--- src/rtl/uart_ctrl_tx_engine_pkg.sv ---
// Shared types and helpers for the uart_ctrl transmit engine.
package uart_ctrl_tx_pkg;

  localparam int TX_DATA_W = 8;

  typedef enum logic [2:0] {
    IDLE,
    START,
    DATA,
    PARITY,
    STOP
  } tx_state_e;

  // Maps the LCR word-length select onto the number of data bits (5..8).
  function automatic logic [3:0] wlsToBits(input logic [1:0] wls);
    return 4'd5 + {2'b00, wls};
  endfunction

endpackage

--- src/rtl/uart_ctrl_tx_engine_if.sv ---
// THR write handshake between the APB register file and the TX engine.
interface uart_ctrl_tx_engine_if;
  import uart_ctrl_tx_pkg::*;

  logic                 wr_valid;
  logic [TX_DATA_W-1:0] wr_data;
  logic                 wr_ready;

  modport master (output wr_valid, output wr_data, input wr_ready);
  modport slave  (input wr_valid, input wr_data, output wr_ready);

endinterface

--- src/rtl/uart_ctrl_tx_engine_fifo.sv ---
// Byte-wide TX FIFO with a separate fill-count register and synchronous flush.
// Pointers wrap modulo DEPTH; writes while full and reads while empty are ignored.
module uart_ctrl_tx_fifo
  import uart_ctrl_tx_pkg::*;
#(
  parameter int DEPTH = 16
) (
  input  logic                   clock,
  input  logic                   reset,
  input  logic                   i_push,
  input  logic                   i_pop,
  input  logic                   i_clear,
  input  logic [TX_DATA_W-1:0]   i_data,
  output logic [TX_DATA_W-1:0]   o_data,
  output logic [$clog2(DEPTH):0] o_count
);

  localparam int AW = $clog2(DEPTH);
  localparam logic [AW:0] FULL = (AW+1)'(DEPTH);

  logic [TX_DATA_W-1:0] r_mem [DEPTH];
  logic [AW-1:0]        r_wrPtr;
  logic [AW-1:0]        r_rdPtr;
  logic [AW:0]          r_count;
  logic                 w_push;
  logic                 w_pop;

  assign w_push = i_push && (r_count != FULL);
  assign w_pop  = i_pop && (r_count != '0);

  // Pointer and count bookkeeping; a flush wins over any same-cycle push or pop.
  always_ff @(posedge clock or posedge reset) begin
    if (reset) begin
      r_wrPtr <= '0;
      r_rdPtr <= '0;
      r_count <= '0;
    end else if (i_clear) begin
      r_wrPtr <= '0;
      r_rdPtr <= '0;
      r_count <= '0;
    end else begin
      if (w_push) r_wrPtr <= r_wrPtr + 1'b1;
      if (w_pop)  r_rdPtr <= r_rdPtr + 1'b1;
      case ({w_push, w_pop})
        2'b10:   r_count <= r_count + 1'b1;
        2'b01:   r_count <= r_count - 1'b1;
        default: r_count <= r_count;
      endcase
    end
  end

  // Storage array; left unreset because the count alone decides what is valid.
  always_ff @(posedge clock) begin
    if (w_push && !i_clear) r_mem[r_wrPtr] <= i_data;
  end

  assign o_data  = r_mem[r_rdPtr];
  assign o_count = r_count;

endmodule

--- src/rtl/uart_ctrl_tx_engine.sv ---
// UART transmit engine: TX FIFO feeding a start/data/stop serializer that
// advances one bit every OVERSAMPLE pulses of the 16x baud enable.
// Optional parity support is built when UART_TX_PARITY_EN is defined.
module uart_ctrl_tx_engine
  import uart_ctrl_tx_pkg::*;
#(
  parameter int DEPTH      = 16,
  parameter int OVERSAMPLE = 16
) (
  input  logic                   clock,
  input  logic                   reset,
  uart_ctrl_tx_engine_if.slave   wrIf,
  input  logic                   i_baud_en,
  input  logic                   i_fifo_clear,
  input  logic [1:0]             i_lcr_wls,
  input  logic                   i_lcr_stb,
`ifdef UART_TX_PARITY_EN
  input  logic                   i_lcr_pen,
  input  logic                   i_lcr_eps,
  input  logic                   i_lcr_sp,
`endif
  output logic                   o_txd,
  output logic                   o_tx_busy,
  output logic                   o_thre,
  output logic                   o_temt,
  output logic [$clog2(DEPTH):0] o_tx_fifo_ptr
);

  localparam int CW = $clog2(DEPTH) + 1;
  localparam logic [CW-1:0] FULL = CW'(DEPTH);
  localparam logic [3:0] LAST_TICK = 4'(OVERSAMPLE - 1);

  tx_state_e            r_state, w_stateNext;
  logic [3:0]           r_baudCnt, w_baudCntNext;
  logic [2:0]           r_bitIdx, w_bitIdxNext;
  logic [2:0]           r_lastIdx, w_lastIdxNext;
  logic [TX_DATA_W-1:0] r_shift, w_shiftNext;
  logic                 r_stb, w_stbNext;
  logic                 r_txd, w_txdNext;
  logic                 w_pop;
  logic                 w_bitEnd;
  logic [TX_DATA_W-1:0] w_fifoData;
  logic [CW-1:0]        w_count;

`ifdef UART_TX_PARITY_EN
  logic                 r_pen, w_penNext;
  logic                 r_parBit, w_parBitNext;
  logic [TX_DATA_W-1:0] w_loadMask;
  logic                 w_loadParity;

  assign w_loadMask   = 8'hFF >> (4'd8 - wlsToBits(i_lcr_wls));
  assign w_loadParity = i_lcr_sp  ? ~i_lcr_eps :
                        i_lcr_eps ? ^(w_fifoData & w_loadMask) :
                                    ~^(w_fifoData & w_loadMask);
`endif

  uart_ctrl_tx_fifo #(.DEPTH(DEPTH)) u_fifo (
    .clock   (clock),
    .reset   (reset),
    .i_push  (wrIf.wr_valid),
    .i_pop   (w_pop),
    .i_clear (i_fifo_clear),
    .i_data  (wrIf.wr_data),
    .o_data  (w_fifoData),
    .o_count (w_count)
  );

  assign w_bitEnd = i_baud_en && (r_baudCnt == LAST_TICK);

  // Serializer register bank; reset forces the line back to idle-high at once.
  always_ff @(posedge clock or posedge reset) begin
    if (reset) begin
      r_state   <= IDLE;
      r_baudCnt <= '0;
      r_bitIdx  <= '0;
      r_lastIdx <= '0;
      r_shift   <= '0;
      r_stb     <= 1'b0;
      r_txd     <= 1'b1;
`ifdef UART_TX_PARITY_EN
      r_pen     <= 1'b0;
      r_parBit  <= 1'b0;
`endif
    end else begin
      r_state   <= w_stateNext;
      r_baudCnt <= w_baudCntNext;
      r_bitIdx  <= w_bitIdxNext;
      r_lastIdx <= w_lastIdxNext;
      r_shift   <= w_shiftNext;
      r_stb     <= w_stbNext;
      r_txd     <= w_txdNext;
`ifdef UART_TX_PARITY_EN
      r_pen     <= w_penNext;
      r_parBit  <= w_parBitNext;
`endif
    end
  end

  // Next-state, next line level and FIFO pop; LCR is sampled only when a character loads.
  always_comb begin
    w_stateNext   = r_state;
    w_baudCntNext = r_baudCnt;
    w_bitIdxNext  = r_bitIdx;
    w_lastIdxNext = r_lastIdx;
    w_shiftNext   = r_shift;
    w_stbNext     = r_stb;
    w_txdNext     = r_txd;
    w_pop         = 1'b0;
`ifdef UART_TX_PARITY_EN
    w_penNext     = r_pen;
    w_parBitNext  = r_parBit;
`endif

    if (r_state != IDLE && i_baud_en) begin
      w_baudCntNext = w_bitEnd ? 4'd0 : r_baudCnt + 4'd1;
    end

    case (r_state)
      IDLE: begin
        w_baudCntNext = '0;
        w_bitIdxNext  = '0;
        w_txdNext     = 1'b1;
        if (w_count != '0 && !i_fifo_clear) begin
          w_pop         = 1'b1;
          w_stateNext   = START;
          w_shiftNext   = w_fifoData;
          w_lastIdxNext = 3'(wlsToBits(i_lcr_wls) - 4'd1);
          w_stbNext     = i_lcr_stb;
          w_txdNext     = 1'b0;
`ifdef UART_TX_PARITY_EN
          w_penNext     = i_lcr_pen;
          w_parBitNext  = w_loadParity;
`endif
        end
      end
      START: begin
        if (w_bitEnd) begin
          w_stateNext = DATA;
          w_txdNext   = r_shift[0];
        end
      end
      DATA: begin
        if (w_bitEnd) begin
          if (r_bitIdx == r_lastIdx) begin
            w_bitIdxNext = '0;
`ifdef UART_TX_PARITY_EN
            if (r_pen) begin
              w_stateNext = PARITY;
              w_txdNext   = r_parBit;
            end else
`endif
            begin
              w_stateNext = STOP;
              w_txdNext   = 1'b1;
            end
          end else begin
            w_bitIdxNext = r_bitIdx + 3'd1;
            w_shiftNext  = r_shift >> 1;
            w_txdNext    = r_shift[1];
          end
        end
      end
`ifdef UART_TX_PARITY_EN
      PARITY: begin
        if (w_bitEnd) begin
          w_stateNext = STOP;
          w_txdNext   = 1'b1;
        end
      end
`endif
      STOP: begin
        w_txdNext = 1'b1;
        if (w_bitEnd) begin
          if (r_bitIdx == {2'b00, r_stb}) begin
            w_stateNext  = IDLE;
            w_bitIdxNext = '0;
          end else begin
            w_bitIdxNext = r_bitIdx + 3'd1;
          end
        end
      end
      default: begin
        w_stateNext = IDLE;
        w_txdNext   = 1'b1;
      end
    endcase
  end

  assign wrIf.wr_ready = (w_count != FULL);
  assign o_txd         = r_txd;
  assign o_tx_busy     = (r_state != IDLE);
  assign o_thre        = (w_count == '0);
  assign o_temt        = o_thre && !o_tx_busy;
  assign o_tx_fifo_ptr = w_count;

endmodule

--- src/flat_wrapper.sv ---
// flat-port wrapper written by rule: the top's interface ports become plain ports
module uart_ctrl_tx_engine_flat import uart_ctrl_tx_pkg::*;
#(
  parameter int DEPTH      = 16,
  parameter int OVERSAMPLE = 16
)
  (clock, reset, i_baud_en, i_fifo_clear, i_lcr_wls, i_lcr_stb, o_txd, o_tx_busy, o_thre, o_temt, o_tx_fifo_ptr, wrIf_wr_valid, wrIf_wr_data, wrIf_wr_ready);
  uart_ctrl_tx_engine_if wrIf_i ();
  input  logic clock;
  input  logic reset;
  input  logic i_baud_en;
  input  logic i_fifo_clear;
  input  logic [1:0] i_lcr_wls;
  input  logic i_lcr_stb;
  output logic o_txd;
  output logic o_tx_busy;
  output logic o_thre;
  output logic o_temt;
  output logic [$clog2(DEPTH):0] o_tx_fifo_ptr;
  input wire logic [$bits(wrIf_i.wr_valid)-1:0] wrIf_wr_valid;
  input wire logic [$bits(wrIf_i.wr_data)-1:0] wrIf_wr_data;
  output wire logic [$bits(wrIf_i.wr_ready)-1:0] wrIf_wr_ready;
  assign wrIf_i.wr_valid = wrIf_wr_valid;
  assign wrIf_i.wr_data = wrIf_wr_data;
  assign wrIf_wr_ready = wrIf_i.wr_ready;
  uart_ctrl_tx_engine #(.DEPTH(DEPTH), .OVERSAMPLE(OVERSAMPLE)) u_core (.clock(clock), .reset(reset), .wrIf(wrIf_i), .i_baud_en(i_baud_en), .i_fifo_clear(i_fifo_clear), .i_lcr_wls(i_lcr_wls), .i_lcr_stb(i_lcr_stb), .o_txd(o_txd), .o_tx_busy(o_tx_busy), .o_thre(o_thre), .o_temt(o_temt), .o_tx_fifo_ptr(o_tx_fifo_ptr));
endmodule
--- config.mk ---
export PLATFORM = sky130hd
export DESIGN_NAME = uart_ctrl_tx_engine_flat
export DESIGN_NICKNAME = d
export VERILOG_FILES = /design/src/rtl/uart_ctrl_tx_engine_pkg.sv /design/src/rtl/uart_ctrl_tx_engine_if.sv /design/src/rtl/uart_ctrl_tx_engine_fifo.sv /design/src/rtl/uart_ctrl_tx_engine.sv /design/src/flat_wrapper.sv
export SDC_FILE = /design/constraint.sdc
export NUM_CORES = 1
export LEC_CHECK = 0
export ABC_AREA = 1
export CORE_MARGIN = 10
export CORE_UTILIZATION = 55
export DETAILED_ROUTE_END_ITERATION = 6
export HOLD_SLACK_MARGIN = 0.03
export PLACE_DENSITY = 0.88
export SYNTH_ARGS = -nofsm -noshare
export SYNTH_HDL_FRONTEND = slang
export SYNTH_SLANG_ARGS = --single-unit
--- constraint.sdc ---
create_clock -name clock -period 1.9 [get_ports clock]
set_clock_uncertainty 0.05 [all_clocks]
set_input_delay 0.475 -clock clock [delete_from_list [all_inputs] [get_ports clock]]
set_output_delay 0.475 -clock clock [all_outputs]
set_load 0.02 [all_outputs]
==> results of run 1 <==
stage by stage:
stage                     std cells  cell area [µm²]
after floorplan                 631             7220
after global placement          871             8190
after detailed placement        871             8190
after CTS                       906             8830
after global routing            917             9100
final                           917             9100
critical path, stage by stage (launching register included):
cell and delay, ns:
dfrtp_2 0.43, nor2_4 0.15, nand3_4 0.10, buf_6 0.14, nand2_4 0.06, nor2_4 0.05, nand3_2 0.08, clkinv_2 0.08
nor2_4 0.15, ha_4 0.15, inv_2 0.04, nand2_4 0.07, nand3_4 0.07, nand2_2 0.08, nand2_1 0.07, nand3_1 0.08
nand2_1 0.06
cell usage in the layout, fill, tap and decap left out, drive strengths merged, types with 3 or more instances in the layout:
cell / instances
o22ai: 27
o21ai: 91
bufinv: 3
nand3: 30
dlygate4sd2: 4
buf: 84
inv: 45
ha: 9
o211ai: 11
xnor2: 4
dfrtp: 35
a21oi: 11
nor3: 14
nor2: 101
xor2: 4
clkinv: 9
nand2: 82
o221ai: 6
clkbuf: 19
edfxtp: 128
clkdlybuf4s50: 15
power by group through the flow:
stage	Clock [mW]	Combinational [mW]	Sequential [mW]
2_1_floorplan	0	2.33	4.56
3_3_place_gp	0	3.60	4.49
3_5_place_dp	0	3.80	4.51
4_1_cts	3.52	3.88	4.45
5_1_grt	3.74	4.89	4.50
6_report	3.58	4.55	4.47
timing repair:
action,4_1_cts,5_1_grt
pin swaps,2,23
setup endpoints to repair,28,47
buffers inserted,3,9
gates cloned,0,2
gates resized for setup,34,43
flip-flops by register name, summed over array words and instances, names as in the netlist:
signal,flops
u_core.r_shift,8
u_core.r_state,3
u_core.r_bitIdx,3
u_core.u_fifo.r_rdPtr,4
u_core.r_stb,1
u_core.r_lastIdx,3
u_core.u_fifo.o_count,5
u_core.o_txd,1
u_core.u_fifo.r_wrPtr,4
u_core.r_baudCnt,4
u_core.u_fifo.r_mem,128
layout make-up:
class	instances	area, µm²
well taps	172	215
clock inverters	15	179
flip-flops and latches	164	4750
fillers	780	3520
clock buffers	17	425
repair buffers	107	1040
inverters	44	188
multi-input cells	398	2300
layer usage:
layer  up-vias  wire, µm  track usage
li1       2443         -            -
met4         0      1100        0.105
met5         -         0            0
met3       105      1920       0.0575
met1      2731      7110        0.234
met2       405     10100        0.350
final timing paths:
check                                                            end  slack [ns]  depth (start not counted)
min in group clock                   u_core.r_lastIdx[2]$_DFFE_PP0N_        0.44                          1
max in group asynchronous                   u_core.o_txd$_DFFE_PP1P_        1.20                          3
worst max register to register  u_core.u_fifo.o_count[4]$_DFFE_PP0P_       -0.15                         16
worst min register to register       u_core.r_lastIdx[2]$_DFFE_PP0N_        0.44                          1
worst max-delay path            u_core.u_fifo.o_count[4]$_DFFE_PP0P_       -0.15                         16
worst min-delay path            u_core.u_fifo.o_count[0]$_DFFE_PP0P_        0.33                          3
logic make-up after synthesis:
| logic type | Yosys count |
|---|---|
| DFF | 164 |
| AOI/OAI and AO/OA | 149 |
| buffers and inverters | 69 |
| xor gates and xnor gates | 8 |
| adders and majority gates | 9 |
| and+or+nand+nor | 231 |
| muxes | 1 |
==> out/results.ini, run 1 <==
[final_layout]
diodes=0
drive_gt1_frac=0.244
nets=757
fin_util=0.721
area_delta_synth_final_pct=28.0

[logic_synthesis]
synth_area_leaders=edfxtp_1, dfrtp_1, o21ai_0, nor2_1, nand2_1
syn_nets=656
yosysMostFrequentCell=edfxtp_1
synth_top_family_by_area=simple AND/OR/NAND/NOR gates
synth_seq_cells=164
synth_edf_count=128
synth_mux_area_frac=0.00141
synth_compound_area_frac=0.119
ys_types=38
syn_inst=631
async_flop_share=0.220
yosys.area_share.simple=0.147
synth_area_leader_cell=edfxtp_1
synthesis.area_um2=7110
synthDominantCellAreaShare=0.541
synth_commonest_cells=edfxtp_1, nor2_1, o21ai_0
synth_xor_area_frac=0.00986
synth-adder-area-share=0.0158
synth_warnings=0
ys_seq_area_frac=0.668
synth-main-ff-cell=edfxtp_1
avgSynthCellArea_um2=11.3

[timing]
maxSlewViolCount=0
finalHoldViolations=0
max_freq_mhz=489
timing.slew.headroom=0.701
tns_ns=-0.647
period_share=1.08
rsz0062_at_grt=yes
fin_ws_ns=-0.147
finalSetupViolCount=23
period_minus_slack_ns=2.05
worst_pin_slew_ns=0.449
holdWs_ns=0.329

[floorplanning]
io_pins=26
die-area_um2=17900
die_h_um=134
die_x_um=134
start_util=0.563
num_rows=41
coreArea_um2=12600

[routing]
vias=5684
drc_errors=0
routed_via_density=6.20
avgRoutedWirePerCell_um=22.1
first_pass_iters=6
drtIter0Drc=813
routed_wl_um=20200
final_antenna_net_count=0

[global_route]
grt_max_degree=67
antenna_found_initial=0
grt_pass1_vias=5575
grt_pass1_wl_um=29000
overflow=0
grt_use_total=0.207

[worst_setup_path]
worst_setup_path_end_kind=flop
start_kind=flop
required_ns=2.17
rr_startpoint=u_core.u_fifo.o_count[1]$_DFFE_PP0P_
worstPathArrival_ns=2.32
startpoint=u_core.u_fifo.o_count[1]$_DFFE_PP0P_
crit_path_max_fanout=3
worst-setup-path-type=reg2reg

[power_and_ir_drop]
seqPwrFrac=0.355
clockPowerShare=0.284
combPwrFrac=0.361
peakVddDrop_v=0.000694
power_switching_mw=4.52
p_sw_frac=0.359
p_leak_nw=3.51
p_int_mw=8.08
power_mw=12.6
powerDensity_nw_per_um2=1380

[cts]
clk_latency_ns=0.45
clk_pin_slew_ns=0.08
cts_hold_buf=0
numCtsBuffers=17
cts_tree=built
htree_levels=4
clockBufferDepth=2
cts.sinks=164
cts_root_buffer=clkbuf_16

[place]
hpwl_um=11500
place_ws_ns=-0.422
portBuffers=25
place_congestion=0.921

[run_status]
violations=negative setup slack
status=finished, violations left

[flow_run]
max-cap-violations=0

[min_path]
holdCritPathClass=in2async

Note: power is estimated with default switching activity, not from simulation.
==> run 2, diff against run 1 <==
Settings changed: SLEW_MARGIN set to 20.
==> results of run 2 <==
Same layout as run 1: the final DEF is identical, and so are final timing and power.
